`src/rtl/acc_pkg.sv`:
```
// Shared fixed-point definitions for the convolution datapath (mul -> psum_acc).
// Latency: n/a (types, constants and helpers only).
// Backpressure: n/a.
package acc_pkg;

  // Default Q(IW).(FW) format and accumulator guard bits.
  localparam int DEF_IW = 24;
  localparam int DEF_FW = 8;
  localparam int DEF_GW = 8;

  // Data width of one product / result, and the guarded accumulator width.
  localparam int DW = DEF_IW + DEF_FW;
  localparam int AW = DW + DEF_GW;

  // Saturation limits of a DW-bit signed result.
  localparam logic signed [DW-1:0] SAT_MAX = {1'b0, {(DW-1){1'b1}}};
  localparam logic signed [DW-1:0] SAT_MIN = {1'b1, {(DW-1){1'b0}}};

  // Signed data word shared with the multiplier output.
  typedef logic signed [DW-1:0] data_t;
  // Guarded accumulator word.
  typedef logic signed [AW-1:0] acc_t;

  // Sign-extend a data word to accumulator width.
  function automatic acc_t sext(input data_t d);
    return {{DEF_GW{d[DW-1]}}, d};
  endfunction

endpackage

```
`src/rtl/sat_clip.sv`:
```
// Clamps a wide signed accumulator value into a narrower signed word; ReLU when PSUM_ACC_RELU_EN is defined.
// Latency: purely combinational, zero cycles.
// Backpressure: none, no handshake.
module sat_clip
  import acc_pkg::*;
#(
  parameter int IN_W  = AW,
  parameter int OUT_W = DW
) (
  input  logic signed [IN_W-1:0]  din,
  output logic signed [OUT_W-1:0] dout
);

  // Bits that must all equal the result sign for the value to fit OUT_W.
  localparam int HW = IN_W - OUT_W + 1;

  logic [HW-1:0]           top_bits;
  logic                    pos_ovf;
  logic                    neg_ovf;
  logic signed [OUT_W-1:0] clip;

  assign top_bits = din[IN_W-1 -: HW];

  // Detect overflow from the redundant sign bits and pick the clamp value.
  always_comb begin
    pos_ovf = !din[IN_W-1] && (top_bits != {HW{1'b0}});
    neg_ovf =  din[IN_W-1] && (top_bits != {HW{1'b1}});
    if (pos_ovf) begin
      clip = {1'b0, {(OUT_W-1){1'b1}}};
    end else if (neg_ovf) begin
      clip = {1'b1, {(OUT_W-1){1'b0}}};
    end else begin
      clip = din[OUT_W-1:0];
    end
  end

  // Optional rectification after the clamp.
  always_comb begin
`ifdef PSUM_ACC_RELU_EN
    dout = clip[OUT_W-1] ? {OUT_W{1'b0}} : clip;
`else
    dout = clip;
`endif
  end

endmodule

```
`src/rtl/psum_acc.sv`:
```
// Accumulates ACC_LEN signed products plus a channel bias, saturates to IW+FW bits (ReLU if PSUM_ACC_RELU_EN).
// Latency: result valid the cycle after the last beat of a group is accepted; one beat per cycle sustained.
// Backpressure: in_ready = !out_valid || out_ready; a held result stalls input until drained.
module psum_acc
  import acc_pkg::*;
#(
  parameter int IW      = DEF_IW,
  parameter int FW      = DEF_FW,
  parameter int ACC_LEN = 9,
  parameter int GW      = DEF_GW
) (
  input  logic                     clk,
  input  logic                     rst,
  input  logic                     in_valid,
  input  logic signed [IW+FW-1:0]  in_data,
  output logic                     in_ready,
  input  logic signed [IW+FW-1:0]  bias,
  input  logic                     flush,
  output logic                     out_valid,
  output logic signed [IW+FW-1:0]  out_data,
  input  logic                     out_ready
);

  localparam int DW_T = IW + FW;
  localparam int AW_T = DW_T + GW;
  localparam int CW   = (ACC_LEN > 1) ? $clog2(ACC_LEN) : 1;
  localparam logic [CW-1:0] LAST = CW'(ACC_LEN - 1);

  logic [CW-1:0]          cnt;
  logic signed [AW_T-1:0] sum;
  logic signed [DW_T-1:0] bias_q;
  logic signed [DW_T-1:0] bias_eff;
  logic signed [AW_T-1:0] in_ext;
  logic signed [AW_T-1:0] bias_ext;
  logic signed [AW_T-1:0] total;
  logic signed [DW_T-1:0] clipped;
  logic                   accept;
  logic                   last_beat;

  // The output slot frees in the same cycle it drains.
  assign in_ready = !out_valid || out_ready;

  // Beat acceptance (flush drops a concurrent beat) and the group-final sum.
  always_comb begin
    accept    = in_valid && in_ready && !flush;
    last_beat = (cnt == LAST);
    // A one-beat group has no earlier beat to have registered the bias.
    bias_eff  = (ACC_LEN == 1) ? bias : bias_q;
    in_ext    = {{GW{in_data[DW_T-1]}}, in_data};
    bias_ext  = {{GW{bias_eff[DW_T-1]}}, bias_eff};
    total     = sum + in_ext + bias_ext;
  end

  sat_clip #(
    .IN_W  (AW_T),
    .OUT_W (DW_T)
  ) u_sat_clip (
    .din  (total),
    .dout (clipped)
  );

  // Partial-sum, beat counter and per-group bias registers.
  always_ff @(posedge clk) begin
    if (rst) begin
      cnt    <= '0;
      sum    <= '0;
      bias_q <= '0;
    end else if (flush) begin
      cnt <= '0;
      sum <= '0;
    end else if (accept) begin
      if (cnt == '0) begin
        bias_q <= bias;
      end
      if (last_beat) begin
        cnt <= '0;
        sum <= '0;
      end else begin
        cnt <= cnt + CW'(1);
        sum <= sum + in_ext;
      end
    end
  end

  // Result register: load on group completion, otherwise clear valid on drain.
  always_ff @(posedge clk) begin
    if (rst) begin
      out_valid <= 1'b0;
      out_data  <= '0;
    end else if (accept && last_beat) begin
      out_valid <= 1'b1;
      out_data  <= clipped;
    end else if (out_valid && out_ready) begin
      out_valid <= 1'b0;
    end
  end

endmodule

```
`config.mk`:
```
export PLATFORM = sky130hd
export DESIGN_NAME = psum_acc
export DESIGN_NICKNAME = d
export VERILOG_FILES = /design/src/rtl/acc_pkg.sv /design/src/rtl/sat_clip.sv /design/src/rtl/psum_acc.sv
export SDC_FILE = /design/constraint.sdc
export NUM_CORES = 1
export LEC_CHECK = 0
export CORE_MARGIN = 2
export CORE_UTILIZATION = 57
export CTS_CLUSTER_SIZE = 16
export DETAILED_ROUTE_END_ITERATION = 8
export HOLD_SLACK_MARGIN = 0.05
export PLACE_DENSITY = 0.82
export RECOVER_POWER = 50
export SYNTH_ARGS = -nofsm -noshare
export SYNTH_HDL_FRONTEND = slang
export SYNTH_SLANG_ARGS = --single-unit
```
`constraint.sdc`:
```
create_clock -name clk -period 6.75 [get_ports clk]
set_input_delay 1.35 -clock clk [delete_from_list [all_inputs] [get_ports clk]]
set_output_delay 1.35 -clock clk [all_outputs]
set_load 0.02 [all_outputs]
```
## Yosys cells after proc, flatten, opt, wreduce, memory -nomap -nowiden

Index checks and enable logic that the tools add are counted.

| storage, ports and cells | value |
|---|---|
| ROM bits | 0 |
| bits in latches | 0 |
| bits in registers | 109 |
| input port bits | 69 |
| output and inout port bits | 34 |
| bits in writable memories | 0 |
| memories kept | 0 |

| operators by class | value |
|---|---|
| reduce and logical (&&, ||, !) cells | 15 |
| $lt $le $gt $ge | 0 |
| shift-type cells | 0 |
| divide/modulo/power cells | 0 |
| add/subtract/negate cells | 3 |
| muxes and demuxes | 6 |
| bitwise operators | 1 |
| $mul | 0 |
| equality and inequality tests | 2 |

Operators with widths:

| operator | count |
|---|---|
| adder 40 x 32 -> 40 bit | 2 |
| 2-to-1 mux 32 bit | 2 |
| 2-to-1 mux 40 bit | 1 |
| != test 9 bit, second input constant | 1 |
| nonzero test 9 bit | 1 |
| logical AND 1 bit | 6 |
| adder 4 x 1 -> 4 bit, second input constant | 1 |
| == test 4 bit, second input constant | 1 |
| zero test 4 bit | 1 |
| 2-to-1 mux 4 bit | 1 |
| zero test 1 bit | 3 |
| AND reduction 3 bit | 1 |
| 2-to-1 mux 1 bit | 2 |
| nonzero test 2 bit | 1 |
| OR reduction 2 bit | 1 |
| logical OR 1 bit | 1 |
| NOT 1 bit | 1 |

## Depth between registers and ports, before layout

| depth | value |
|---|---|
| depth after elaboration | 6 |
| depth in mapped cells | 27 |
| depth with buffers taken out | 25 |

## Hierarchy

Synthesis repeated with hierarchy kept, for this count alone.

| second synthesis, totals | value |
|---|---|
| cell total of the unflattened synthesis | 1127 |
| area, all modules | 8619.5 um^2 |

By module, submodules not included:

| module | seq. area each (um^2) | area each (um^2) | instances | cells an instance |
|---|---|---|---|---|
| psum_acc | 2182.1 | 8002.7 | 1 | 1045 |
| sat_clip | 0.0 | 616.8 | 1 | 82 |

## Least setup slack after synthesis

Ideal clock, no wire load.

| path | value |
|---|---|
| path type | input to register |
| start point | input port in_data[0] |
| end point | register out_data[2] |
| stages on the path | 27 |
| buffers on the path | 2 |
| arrival time | 6094 ps |
| required time | 6671 ps |
| setup slack | 577 ps |
| library setup time | 79 ps |
| cells stage by stage | ha_1 -> inv_1 -> fa_1 -> nor2b_1 -> o2111ai_1 -> nand2_1 -> a221o_1 -> a21boi_1 -> o21a_1 -> o21ai_0 -> a31oi_1 -> a21oi_1 -> xor2_1 -> ha_1 -> buf_2 -> a21o_1 -> a21o_1 -> a211oi_1 -> o21ai_0 -> nand2_1 -> o211ai_1 -> xor2_1 -> nand4b_4 -> o41ai_4 -> buf_4 -> nand3_1 -> a211oi_2 |

| on the way | value |
|---|---|
| word-level cells in the longest chain between the ends | 6 |
| elaborated cells between the ends (all ways) | 9 |
| classes of those cells | add/sub: 2; eq/ne: 1; mux: 2; reduce/logical: 4 |

Ends and longest elaborated chain:

| item | line | source |
|---|---|---|
| start: declaration | psum_acc.sv:15 | `input logic signed [IW+FW-1:0] in_data,` |
| adder 40 x 32 -> 40 bit (*) (2 in series) | psum_acc.sv:51 | `total = sum + in_ext + bias_ext;` |
| != test 9 bit | sat_clip.sv:27 | `neg_ovf = din[IN_W-1] && (top_bits != {HW{1'b1}});` |
| logical AND 1 bit | sat_clip.sv:27 |  |
| 2-to-1 mux 32 bit | sat_clip.sv:30 | `end else if (neg_ovf) begin` |
| 2-to-1 mux 32 bit (*) | sat_clip.sv:28 | `if (pos_ovf) begin` |
| end signal: assignment | psum_acc.sv:92 | `out_data <= clipped;` |
| end: declaration | psum_acc.sv:20 | `output logic signed [IW+FW-1:0] out_data,` |

Every way passes the cells marked *; elsewhere a longest branch is shown, timed or not.
A chain may end at the register's enable or synchronous reset.

## Worst setup path after layout

| path | value |
|---|---|
| start point | input port in_data[0] |
| end point | register out_data[1] |

The elaborated chain is that of the path after synthesis.

==> qor.csv <==
stage,metric,value,unit
routing,Vias,8710,
die,core area,14420,sq um
outcome,outcome,finished clean,
cells_and_area,"commonest non-fill, non-tap cells in the layout","nand2_1 (143), buf_4 (122), dfxtp_1 (109)",
clock_tree,CTS root buffer,clkbuf_16,
routing,DR vias/cell,6.070,
cells_and_area,Area Growth Syn to Fin,30.98,%
cells_and_area,post-layout util,75.88,%
sta,final worst setup slack,0.1852,ns
setup_path,R2R Path Start,sum[0],
hold_path,Hold/Removal Path Class,register to register,
sta,Hold Fails Final Rpt,0,
place,DP HPWL,18020,um
synth,synthesized net count,1212,
place,GPL Wtd Cong,0.9443,
cells_and_area,share of cells above drive strength 1,17.59,%
synth,sequential share of the synthesized area,26.12,%
setup_path,kind of critical path,primary input to register,
die,Ports,103,
clock_tree,H-tree depth,3,
die,Die Span Y,125.1,um
job,max cap viols,0,
cells_and_area,Layout Cells excl Fill,1435,
sta,Rel. slew slack,29.17,%
power_and_ir_drop,PD cells,169.7,nW/um^2
global_routing,vias in the first global route,8364,
die,die footprint,15640,sq um
synth,"top cells by area, synth","dfxtp_1 (26%), ha_1 (13%), a21oi_1 (6.8%), nand2_1 (6.5%), a21o_1 (4.6%)",
clock_tree,clk slew on worst S/H paths,0.08,ns
routing,drt wl/cell,17.62,um
setup_path,capturing element type of the critical path,register,
synth,post-synthesis async set-or-reset flop share,0,%
setup_path,Most Frequent Cell on Critical Path,buf_4,
setup_path,CP Max Fanout,4,
power_and_ir_drop,Pwr Total,1857,uW
synth,Synth Instances,1056,
synth,Ys Warns,0,
power_and_ir_drop,maximum vdd drop,160.3,uV
die,die extent in x,125.1,um
routing,final wirelength,25290,um
routing,violation count after the first detailed-route iteration,614,
routing,1st-pass router iterations,5,
global_routing,GR Overflow Total,0,
setup_path,CP Launch Type,primary input,
synth,"Avg Cell Area, Syn",7.912,sq um
hold_path,hold path cells,2,
cells_and_area,post-route design area,10940,sq um
synth,Synth cell types,66,
sta,setup violators final,0,
setup_path,Worst R2R Path Depth,29,
synth,Synth area leader,dfxtp_1,
hold_path,hold_sp,out_data[31],
global_routing,first-pass GRT wire length,39680,um
power_and_ir_drop,LEAKAGE,0.004928,uW
synth,ys flop type,dfxtp_1,
clock_tree,Post-CTS Hold Buffers,0,
hold_path,worst hold path endpoint,out_data[31],
die,Site Rows,44,
sta,Setup Skew,0.01761,ns
place,placed cell areas,10320,sq um
synth,Yosys top cell area share,26.12,%
clock_tree,CTS tree,yes,
clock_tree,CTS sink cnt,109,
sta,Peak Freq,152.3,MHz
sta,Slew @ Worst Pin,1.062,ns
clock_tree,maximum root-to-sink buffer count,2,
synth,Post-synth EDFFs,0,
setup_path,CP Data Required Time,6.97,ns
place,post-place setup slack,-0.3668,ns
global_routing,antenna violations before repair,0,
setup_path,Slowest Stage Delay on Critical Path,0.41,ns
global_routing,gr usage total,30.65,%
clock_tree,total CTS buffers,9,
clock_tree,Clock Latency Late Sink,0.37,ns
global_routing,largest net degree at the start of global routing,68,
cells_and_area,"most common cell after layout, fill and taps aside",nand2_1,
routing,Final ANT Viol Nets,0,
cells_and_area,Final #Nets,1402,
place,cell count after placement,1408,
place,port buffer count,102,
die,Initial Utilization,57.93,%
cells_and_area,number of diodes,0,
setup_path,Worst R2R End,out_data[1],
routing,DRC viols,0,
setup_path,WP data arrival,6.78,ns
sta,RSZ-0062 raised after global routing,true,
synth,Post-Syn Area,8356,sq um
sta,Pins Over Slew Limit,0,
synth,synthesis-stage register bit count,109,
setup_path,R2R setup slack,1.26,ns
setup_path,"slowest stage cell, crit path",clkdlybuf4s50_1,
sta,ratio of final minimum period to clock period,97.26,%
sta,min cycle time layout,6.565,ns
## per-layer routing
| layer | global-route usage, % | vias to the layer above | routed length (um) |
|---|---|---|---|
| li1 | - | 4227 | - |
| met1 | 39.13 | 4102 | 10660 |
| met2 | 50.70 | 306 | 11950 |
| met3 | 5.349 | 75 | 1530 |
| met4 | 13.99 | 0 | 1148 |
| met5 | 0 | - | 0 |
## how the worst max path moves through the flow
stage	slack [ns]	cells past startpoint	endpoint	start
after detailed placement	-0.37	29	out_data[4]	in_data[0]
after global routing	-0.12	28	out_data[20]	in_data[0]
after global placement	-0.24	27	out_data[2]	in_data[0]
after CTS	0.002	29	out_data[3]	in_data[0]
after floorplan	0.58	27	out_data[2]	in_data[0]
final	0.19	30	out_data[1]	in_data[0]
## layout make-up
cell class / count / area (sq um)
Multi-Input combinational cell: 875 / 6095
Fill cell: 1065 / 3480
Sequential cell: 109 / 2182
Timing Repair Buffer: 232 / 2081
Clock buffer: 11 / 242.7
Tap cell: 184 / 230.2
Inverter: 19 / 71.32
Clock inverter: 5 / 42.54
## Yosys cell counts (22+ instances only)
cell and n:
o21ai_0 32, nor2_1 102, dfxtp_1 109, nand2_1 145, nand3_1 24, ha_1 85
a22oi_1 31, a211oi_2 22, clkbuf_1 41, a21o_1 51, xnor2_1 42, xor2_1 27
a21oi_1 113
## repair_timing
| item | CTS | global route |
|---|---|---|
| hold endpoints to repair | 0 | 0 |
| buffers inserted | 1 | 7 |
| resized for setup | 1 | 45 |
| endpoints found under the setup margin | 15 | 32 |
| pin swaps | 1 | 23 |
| cloned | 0 | 3 |
## worst max-delay path, delay by kind of cell
family                     cells  cell delay, ns
AOI/OAI and AO/OA             13            2.54
xor gates and xnor gates       2            0.34
adders and majority gates      3            0.65
buffers and inverters          8            1.39
and+or+nand+nor                4            0.49
## metrics by stage
step	hold slack [ns]	setup TNS [ns]
floorplan	0.4356	0
global placement	0.4444	-6.586
detailed placement	0.4487	-10.58
CTS	0.4589	0
global route	0.4799	-2.956
finish	0.4519	0
## where the power goes
group	switching (uW)	internal, uW
clock network	266	266
registers	10.9	658
logic	355	301
## state kept, by name (all words and copies together) (netlist names)
signal and flops:
out_data 32, cnt 4, sum 40, out_valid 1
bias_eff 32
## kinds of logic after synthesis
kind of cell | Yosys count | synth area share [%]
DFF | 109 | 26.12
xor gates and xnor gates | 70 | 7.502
and+or+nand+nor | 364 | 19.96
AOI/OAI and AO/OA | 350 | 29.26
adders and majority gates | 87 | 13.21
buffers and inverters | 72 | 3.474
muxes | 4 | 0.4792
Power figures use the tool's default switching activity.
